[src/rtl/blit_pkg.sv]
// blit_pkg: shared constants, FSM states and pipeline types for the sprite blitter.
package blit_pkg;
  localparam int AW = 19;
  localparam int FB_W = 240;
  localparam int FB_H = 160;
  localparam logic [23:0] KEY_COLOR = 24'hFF00FF;
  typedef enum logic [1:0] {IDLE, READ, DRAIN, FIN} blit_state_t;
  typedef struct packed {
    logic [9:0] src_stride;
    logic [7:0] spr_w;
    logic [7:0] spr_h;
    logic [9:0] dst_x;
    logic [9:0] dst_y;
    logic       flip_h;
  } blit_req_t;
  typedef struct packed {
    logic [7:0] r;
    logic [7:0] c;
  } blit_tag_t;
endpackage

[src/rtl/sprite_blitter_if.sv]
// sprite_blitter_if: request, sheet-read and framebuffer-write signals of the blitter.
interface sprite_blitter_if;
  import blit_pkg::*;
  logic          start;
  logic [AW-1:0] src_base;
  logic [9:0]    src_stride;
  logic [7:0]    spr_w;
  logic [7:0]    spr_h;
  logic [9:0]    dst_x;
  logic [9:0]    dst_y;
  logic          flip_h;
  logic          busy;
  logic          done;
  logic [AW-1:0] src_addr;
  logic [23:0]   src_data;
  logic          fb_we;
  logic [AW-1:0] fb_addr;
  logic [23:0]   fb_data;
  modport master (
    output start, src_base, src_stride, spr_w, spr_h, dst_x, dst_y, flip_h, src_data,
    input  busy, done, src_addr, fb_we, fb_addr, fb_data
  );
  modport slave (
    input  start, src_base, src_stride, spr_w, spr_h, dst_x, dst_y, flip_h, src_data,
    output busy, done, src_addr, fb_we, fb_addr, fb_data
  );
endinterface

[src/rtl/blit_clip_addr.sv]
// blit_clip_addr: maps a sprite pixel to its screen position, clip flag and linear framebuffer address.
module blit_clip_addr import blit_pkg::*; (
  input  logic [9:0]    i_dst_x,
  input  logic [9:0]    i_dst_y,
  input  logic [7:0]    i_r,
  input  logic [7:0]    i_c,
  input  logic [7:0]    i_spr_w,
  input  logic          i_flip_h,
  output logic          o_in_bounds,
  output logic [AW-1:0] o_fb_addr
);
  logic [7:0]         w_col;
  logic signed [10:0] w_px;
  logic signed [10:0] w_py;
  always_comb begin
    w_col = i_flip_h ? i_spr_w - 8'd1 - i_c : i_c;
    w_px = $signed({i_dst_x[9], i_dst_x}) + $signed({3'b000, w_col});
    w_py = $signed({i_dst_y[9], i_dst_y}) + $signed({3'b000, i_r});
    o_in_bounds = !w_px[10] && !w_py[10] && w_px[9:0] < 10'(FB_W) && w_py[9:0] < 10'(FB_H);
    // only meaningful when in bounds, where both coordinates fit in 8 bits
    o_fb_addr = AW'(w_py[7:0]) * AW'(FB_W) + AW'(w_px[7:0]);
  end
endmodule

[src/rtl/sprite_blitter.sv]
// sprite_blitter: copies a sprite from the character sheet into the framebuffer, one pixel per clock,
// with colour-key transparency, horizontal flip and screen-edge clipping.
module sprite_blitter import blit_pkg::*; (
  input logic           Clk,
  input logic           Reset_n,
  sprite_blitter_if.slave bus
);
  blit_state_t   r_state, w_next;
  blit_req_t     r_req;
  blit_tag_t     r_tag, r_ptr, w_cur;
  logic [AW-1:0] r_row, w_row;
  logic [9:0]    w_stride;
  logic [7:0]    w_w;
  logic          r_fb_we;
  logic [AW-1:0] r_fb_addr, w_fb_addr;
  logic [23:0]   r_fb_data;
  logic          w_idle, w_issue, w_wrap, w_last, w_zero, w_one, w_write, w_in_bounds;
  blit_clip_addr u_clip (
    .i_dst_x    (r_req.dst_x),
    .i_dst_y    (r_req.dst_y),
    .i_r        (r_tag.r),
    .i_c        (r_tag.c),
    .i_spr_w    (r_req.spr_w),
    .i_flip_h   (r_req.flip_h),
    .o_in_bounds(w_in_bounds),
    .o_fb_addr  (w_fb_addr)
  );
  // pixel (0,0) is addressed in the start cycle itself so its write lands two edges later
  always_comb begin
    w_idle = r_state == IDLE;
    w_issue = (w_idle && bus.start) || r_state == READ;
    w_cur = w_idle ? '0 : r_ptr;
    w_row = w_idle ? bus.src_base : r_row;
    w_w = w_idle ? bus.spr_w : r_req.spr_w;
    w_stride = w_idle ? bus.src_stride : r_req.src_stride;
    w_wrap = w_cur.c == w_w - 8'd1;
    w_last = w_wrap && r_ptr.r == r_req.spr_h - 8'd1;
    w_zero = bus.spr_w == 8'd0 || bus.spr_h == 8'd0;
    w_one = bus.spr_w == 8'd1 && bus.spr_h == 8'd1;
    w_write = (r_state == READ || r_state == DRAIN) && w_in_bounds && bus.src_data != KEY_COLOR;
    w_next = w_idle ? (bus.start ? (w_zero ? FIN : w_one ? DRAIN : READ) : IDLE)
           : r_state == READ ? (w_last ? DRAIN : READ)
           : r_state == DRAIN ? FIN : IDLE;
  end
  always_ff @(posedge Clk or negedge Reset_n) begin
    if (!Reset_n) begin
      r_state <= IDLE;
      r_req <= '0;
      r_tag <= '0;
      r_ptr <= '0;
      r_row <= '0;
      r_fb_we <= 1'b0;
      r_fb_addr <= '0;
      r_fb_data <= '0;
    end else begin
      r_state <= w_next;
      r_fb_we <= w_write;
      if (w_idle && bus.start)
        r_req <= blit_req_t'{src_stride: bus.src_stride, spr_w: bus.spr_w, spr_h: bus.spr_h,
                             dst_x: bus.dst_x, dst_y: bus.dst_y, flip_h: bus.flip_h};
      if (w_issue) begin
        r_tag <= w_cur;
        r_ptr <= w_wrap ? blit_tag_t'{r: w_cur.r + 8'd1, c: 8'd0} : blit_tag_t'{r: w_cur.r, c: w_cur.c + 8'd1};
        r_row <= w_wrap ? w_row + AW'(w_stride) : w_row;
      end
      if (w_write) begin
        r_fb_addr <= w_fb_addr;
        r_fb_data <= bus.src_data;
      end
    end
  end
  assign bus.busy = !w_idle;
  assign bus.done = r_state == FIN;
  assign bus.src_addr = w_issue ? w_row + AW'(w_cur.c) : '0;
  assign bus.fb_we = r_fb_we;
  assign bus.fb_addr = r_fb_addr;
  assign bus.fb_data = r_fb_data;
endmodule
[src/flat_wrapper.sv]
// flat-port wrapper written by rule: the top's interface ports become plain ports
module sprite_blitter_flat import blit_pkg::*;
  (Clk, Reset_n, bus_start, bus_src_base, bus_src_stride, bus_spr_w, bus_spr_h, bus_dst_x, bus_dst_y, bus_flip_h, bus_src_data, bus_busy, bus_done, bus_src_addr, bus_fb_we, bus_fb_addr, bus_fb_data);
  sprite_blitter_if bus_i ();
  input logic Clk;
  input logic Reset_n;
  input wire logic [$bits(bus_i.start)-1:0] bus_start;
  input wire logic [$bits(bus_i.src_base)-1:0] bus_src_base;
  input wire logic [$bits(bus_i.src_stride)-1:0] bus_src_stride;
  input wire logic [$bits(bus_i.spr_w)-1:0] bus_spr_w;
  input wire logic [$bits(bus_i.spr_h)-1:0] bus_spr_h;
  input wire logic [$bits(bus_i.dst_x)-1:0] bus_dst_x;
  input wire logic [$bits(bus_i.dst_y)-1:0] bus_dst_y;
  input wire logic [$bits(bus_i.flip_h)-1:0] bus_flip_h;
  input wire logic [$bits(bus_i.src_data)-1:0] bus_src_data;
  output wire logic [$bits(bus_i.busy)-1:0] bus_busy;
  output wire logic [$bits(bus_i.done)-1:0] bus_done;
  output wire logic [$bits(bus_i.src_addr)-1:0] bus_src_addr;
  output wire logic [$bits(bus_i.fb_we)-1:0] bus_fb_we;
  output wire logic [$bits(bus_i.fb_addr)-1:0] bus_fb_addr;
  output wire logic [$bits(bus_i.fb_data)-1:0] bus_fb_data;
  assign bus_i.start = bus_start;
  assign bus_i.src_base = bus_src_base;
  assign bus_i.src_stride = bus_src_stride;
  assign bus_i.spr_w = bus_spr_w;
  assign bus_i.spr_h = bus_spr_h;
  assign bus_i.dst_x = bus_dst_x;
  assign bus_i.dst_y = bus_dst_y;
  assign bus_i.flip_h = bus_flip_h;
  assign bus_i.src_data = bus_src_data;
  assign bus_busy = bus_i.busy;
  assign bus_done = bus_i.done;
  assign bus_src_addr = bus_i.src_addr;
  assign bus_fb_we = bus_i.fb_we;
  assign bus_fb_addr = bus_i.fb_addr;
  assign bus_fb_data = bus_i.fb_data;
  sprite_blitter u_core (.Clk(Clk), .Reset_n(Reset_n), .bus(bus_i));
endmodule
[config.mk]
export PLATFORM = sky130hd
export DESIGN_NAME = sprite_blitter_flat
export DESIGN_NICKNAME = d
export VERILOG_FILES = /design/src/rtl/blit_pkg.sv /design/src/rtl/sprite_blitter_if.sv /design/src/rtl/blit_clip_addr.sv /design/src/rtl/sprite_blitter.sv /design/src/flat_wrapper.sv
export SDC_FILE = /design/constraint.sdc
export NUM_CORES = 1
export LEC_CHECK = 0
export CAP_MARGIN = 30
export CELL_PAD_IN_SITES_DETAIL_PLACEMENT = 0
export CELL_PAD_IN_SITES_GLOBAL_PLACEMENT = 1
export CORE_ASPECT_RATIO = 0.7
export CORE_MARGIN = 1.5
export CORE_UTILIZATION = 41
export CTS_CLUSTER_SIZE = 25
export DETAILED_ROUTE_END_ITERATION = 10
export PLACE_DENSITY = 0.79
export RECOVER_POWER = 50
export SYNTH_ARGS = -nofsm -noshare
export SYNTH_HDL_FRONTEND = slang
export SYNTH_HIERARCHICAL = 1
export SYNTH_SLANG_ARGS = --single-unit
[constraint.sdc]
create_clock -name Clk -period 8.5 [get_ports Clk]
set_input_delay 2.125 -clock Clk [delete_from_list [all_inputs] [get_ports Clk]]
set_output_delay 2.125 -clock Clk [all_outputs]
set_load 0.1 [all_outputs]
[Yosys cells after proc, flatten, opt, wreduce, memory -nomap -nowiden]
Cells that the tools add are included.
Storage, ports and cells
  bits in latches: 0
  register bits: 144
  RAM bits: 0
  memory bits (read-only): 0
  memories: 0
Operators by class
  muxes and demuxes: 15
  shifts and indexed selects: 0
  add/sub/neg operators: 11
  reductions and logical operators: 17
  divide/modulo/power cells: 0
  bitwise operators: 0
  equal/unequal tests: 8
  multiply operators: 1
  order comparisons: 2
Operators with widths (count)
  $mux W19: 3
  $mux W16: 2
  $ne A24 B24 Y1 const B: 1
  $sub A8 B1 Y8 const B: 3
  $add A10 B9 Y11: 2
  $lt A10 B8 Y1 const B: 2
  $add A19 B10 Y19: 1
  $add A19 B8 Y19: 1
  $add A16 B8 Y17: 1
  $add A8 B1 Y8 const B: 2
  $eq A8 B1 Y1 const B: 2
  $eq A8 B8 Y1: 2
  $logic_not A8 Y1: 2
  $mux W8: 2
  $mux W2: 7
  $mul A8 B4 Y12 const B: 1
  $mux W10: 1
  $logic_and A1 B1 Y1: 8
  $sub A8 B8 Y8: 1
  $eq A2 B2 Y1 const B: 2
  $logic_not A1 Y1: 3
  $logic_or A1 B1 Y1: 3
  $eq A2 B1 Y1 const B: 1
  $logic_not A2 Y1: 1

[Logic depth before layout (Yosys ltp)]
  depth after elaboration: 10
  depth in mapped cells: 24

[Modules after synthesis]
Netlist, hierarchy kept.
By module, submodules not included
  sprite_blitter: sequential area each 3603.5 um^2, cells an instance 767, area each 8107.8 um^2, times used 1
  blit_clip_addr: sequential area each 0.0 um^2, cells an instance 276, area each 2112.0 um^2, times used 1

[Worst setup path before layout]
Ideal clock, no wire load.
  path type: input -> output
  from: input bus_src_base[0]
  to: output bus_src_addr[4]
  path buffers: 0
  stages on the path: 8
  path slack: 1.102 ns
  required time: 6.375 ns
  arrival time: 5.273 ns
  cells stage by stage: mux2_2 ha_1 inv_1 fa_1 nor2b_1 o21ai_0 and3_1 nor3_1
On the way
  cells in the longest elaborated chain, start to end: 3
RTL lines
  start, declared: line flat_wrapper.sv:8  | input wire logic [$bits(bus_i.src_base)-1:0] bus_src_base;
  $mux W19: line sprite_blitter.sv:33  | w_row = w_idle ? bus.src_base : r_row;
  $add A19 B8 Y19: line sprite_blitter.sv:74  | assign bus.src_addr = w_issue ? w_row + AW'(w_cur.c) : '0;
  $mux W19: line sprite_blitter.sv:74
  end, declared: line flat_wrapper.sv:18  | output wire logic [$bits(bus_i.src_addr)-1:0] bus_src_addr;
Every way passes these cells.

[Final worst setup path]
  from: input bus_start
  to: output bus_src_addr[4]
On the way
  cells in the longest elaborated chain, start to end: 3
RTL lines
  start, declared: line flat_wrapper.sv:7  | input wire logic [$bits(bus_i.start)-1:0] bus_start;
  $logic_and A1 B1 Y1: line sprite_blitter.sv:31  | w_issue = (w_idle && bus.start) || r_state == READ;
  $logic_or A1 B1 Y1: line sprite_blitter.sv:31
  $mux W19: line sprite_blitter.sv:74
Every way passes these cells.

==> flow_summary_export.csv <==
group,metric,value,unit
hold_path,worstHoldPathType,"reg -> reg",
timing,finalSetupViolations,0,
drt,drt-pass1-iter-count,5,
setup_path,critPathMaxFanout,49,
logic_synthesis,synth_cells,1043,
global_route,grt_use_total,20.6,%
cts,clkTransAtPathRegs,70,ps
run_status,failed_checks,"max-capacitance violations, max-slew violations",
drt,antenna_left,0,
setup_path,critPathKind,"in -> out",
power_and_ir_drop,p_per_area,130,nW/um^2
cts,cts.sinks,144,
cts,numCtsBuffers,17,
run_status,status,"finished with violations",
placement,post-place-ws,1140,ps
placement,port_buffers,157,
setup_path,startpoint_type,"input pin",
cts,cts_hold_buf,0,
logic_synthesis,ys_ff_latch,144,
drt,initialDrtViolationCount,483,
timing,drv_slew,253,
die,core-area,24600,sq um
job,maxCapViolCount,4,
drt,vias,8111,
drt,wirelength,25.9,mm
drt,drt-met1-wl,13.5,mm
die,pin_count,158,
timing,rsz0062_at_grt,"false",
hold_path,holdPathStages,1,
logic_synthesis,synthDistinctLibCells,76,
global_route,grt_pass1_wl,41.7,mm
drt,met3_wirelength,1.45,mm
global_route,antenna_found_initial,0,
timing,setup_tns,0,ps
setup_path,critPathArrivalTime,5460,ps
die,core.rowCount,48,
placement,dpl_cell_area,12100,sq um
global_route,grt_max_degree,84,
cts,clock-root-buffer,"clkbuf_16",
setup_path,reg2reg_depth,17,
logic_synthesis,synth_warnings,6,
power_and_ir_drop,p_leak,5.92,nW
cts,cts_setup_buffers,0,
logic_synthesis,yosysSeqAreaShare,35.3,%
timing,relSlewSlack,-215,%
logic_synthesis,yosys-top-cells-count,"dfrtp_1 (144), mux2_2 (111), nand2_1 (80), ha_1 (67), inv_1 (58)",
drt,vias_per_cell,5.30,
cells_and_area,finalInstanceArea,12800,sq um
cts,h-tree-depth,4,
cells_and_area,fin_cells,1530,
die,die_h,135,um
setup_path,cp.required,6380,ps
logic_synthesis,synth.most_common_cell,"dfrtp_1",
global_route,first_global_vias,7920,
cts,cts_resized,0,
cells_and_area,diodes,0,
timing,fin_ws,912,ps
timing,fmax,0.132,GHz
global_route,overflow,0,
timing,period_share,89.3,%
drt,drc,0,
cts,tritoncts,"done",
logic_synthesis,synth_ff_type,"dfrtp_1",
logic_synthesis,synth-edff-count,0,
cells_and_area,nNetsFinal,1365,
timing,hold_viol,0,
logic_synthesis,synth_area,10200,sq um
die,start_util,41.6,%
power_and_ir_drop,ir_worst_vdd,131,uV
placement,dpl.hpwl,19.0,mm
cts,cts_buffer_depth,2,
timing,period_needed,7590,ps
logic_synthesis,synthArstFlopShare,100,%
logic_synthesis,synth_top_area_cell,"dfrtp_1",
die,die_w,192,um
logic_synthesis,avgSynthCellArea,9.80,sq um
die,die-area,25900,sq um
setup_path,crit_path_end_kind,"output port",
placement,gp_congestion,0.819,
drt,top_layer,"met4",
drt,wl_met2,10.8,mm
drt,wl_per_cell,16.9,um
logic_synthesis,ys_top_cells_by_area,"dfrtp_1 (35%), mux2_2 (12%), ha_1 (8.2%), xnor2_1 (4.9%), xor2_1 (3.1%)",
timing,tightest_slew,4720,ps
logic_synthesis,synth_top_area_share,35.3,%
cells_and_area,synthToLayoutAreaGrowth,24.9,%
placement,placedCellCount,1498,
cells_and_area,drive_above_1_share,16.2,%
timing,fin_worst_skew,9.27,ps
cts,clock_latency,440,ps
-- state kept, by name, indices dropped and copies added (netlist names) --
signal              cells
u_core/bus.fb_data     24
u_core/bus.fb_we        1
u_core/r_ptr           16
u_core/bus.fb_addr     19
u_core/r_req           47
u_core/r_state          2
u_core/r_row           19
u_core/r_tag           16
-- metal layers --
layer,track usage (%),up-vias
met5,0,-
met4,4.51,0
met3,4.03,16
met2,29.9,196
met1,31.3,3901
li1,-,3998
-- critical path, stage by stage --
cell and delay (ps):
dlygate4sd3_1 650, a21oi_4 290, clkbuf_1 1810, nor3_1 220, buf_4 360
-- kinds of logic (layout without fill, tap and decap cells) --
kind of cell | count (synthesis) | after routing | share of synthesized area [%]
flops | 144 | 144 | 35.3
xor+xnor | 95 | 95 | 8.29
simple gates | 286 | 286 | 14.3
other cells | 1 | 2 | 0.0367
compound gates | 207 | 207 | 13.1
buf+inv | 99 | 260 | 4.00
fa+ha+maj | 80 | 80 | 10.7
mux | 131 | 131 | 14.2
-- final timing paths --
path / slack, ps / from / end
hold / removal: 500 / u_core/r_req[39] / u_core/r_req[39]
setup reg to reg: 3740 / u_core/r_req[2] / u_core/bus.fb_addr[15]
setup / recovery: 910 / bus_start / bus_src_addr[4]
max in group asynchronous: 1740 / Reset_n / u_core/bus.fb_data[18]
hold reg to reg: 500 / u_core/r_req[39] / u_core/r_req[39]
min in group asynchronous: 3390 / Reset_n / u_core/bus.fb_addr[2]
-- cell type report --
class,count,area (sq um)
sequential,144,3600
fill,2319,11800
tap,325,407
clock buffer,17,425
multi-input combinational,801,6250
clock inverter,15,213
inverter,61,229
timing repair buffer,167,1630
-- where the power goes --
group | internal [mW] | switching (mW)
registers | 0.691 | 0.00301
clock network | 0.478 | 0.344
logic | 0.0550 | 0.0815
-- layout by cell type (no fill, tap or decap), types with 21 or more instances in the layout --
cell type and instances:
inv_1 58, mux2_2 111, nor2_1 51, dfrtp_1 144, nand2_1 79, nor2b_1 29
xor2_1 36, ha_1 66, o21ai_0 48, buf_4 21, clkdlybuf4s50_1 139, a21oi_1 55
xnor2_1 57, nor3_1 34
-- per-stage QoR --
stage / utilization, % / hold slack, ps / total power, mW
after detailed placement: 49.4 / 490 / 0.847
after floorplan: - / 455 / 0.764
after global placement: 49.2 / 483 / 0.844
final: 51.9 / 503 / 1.65
after global routing: 51.9 / 518 / 1.72
after CTS: 52.0 / 505 / 1.68
(Power assumes the default switching activity.)
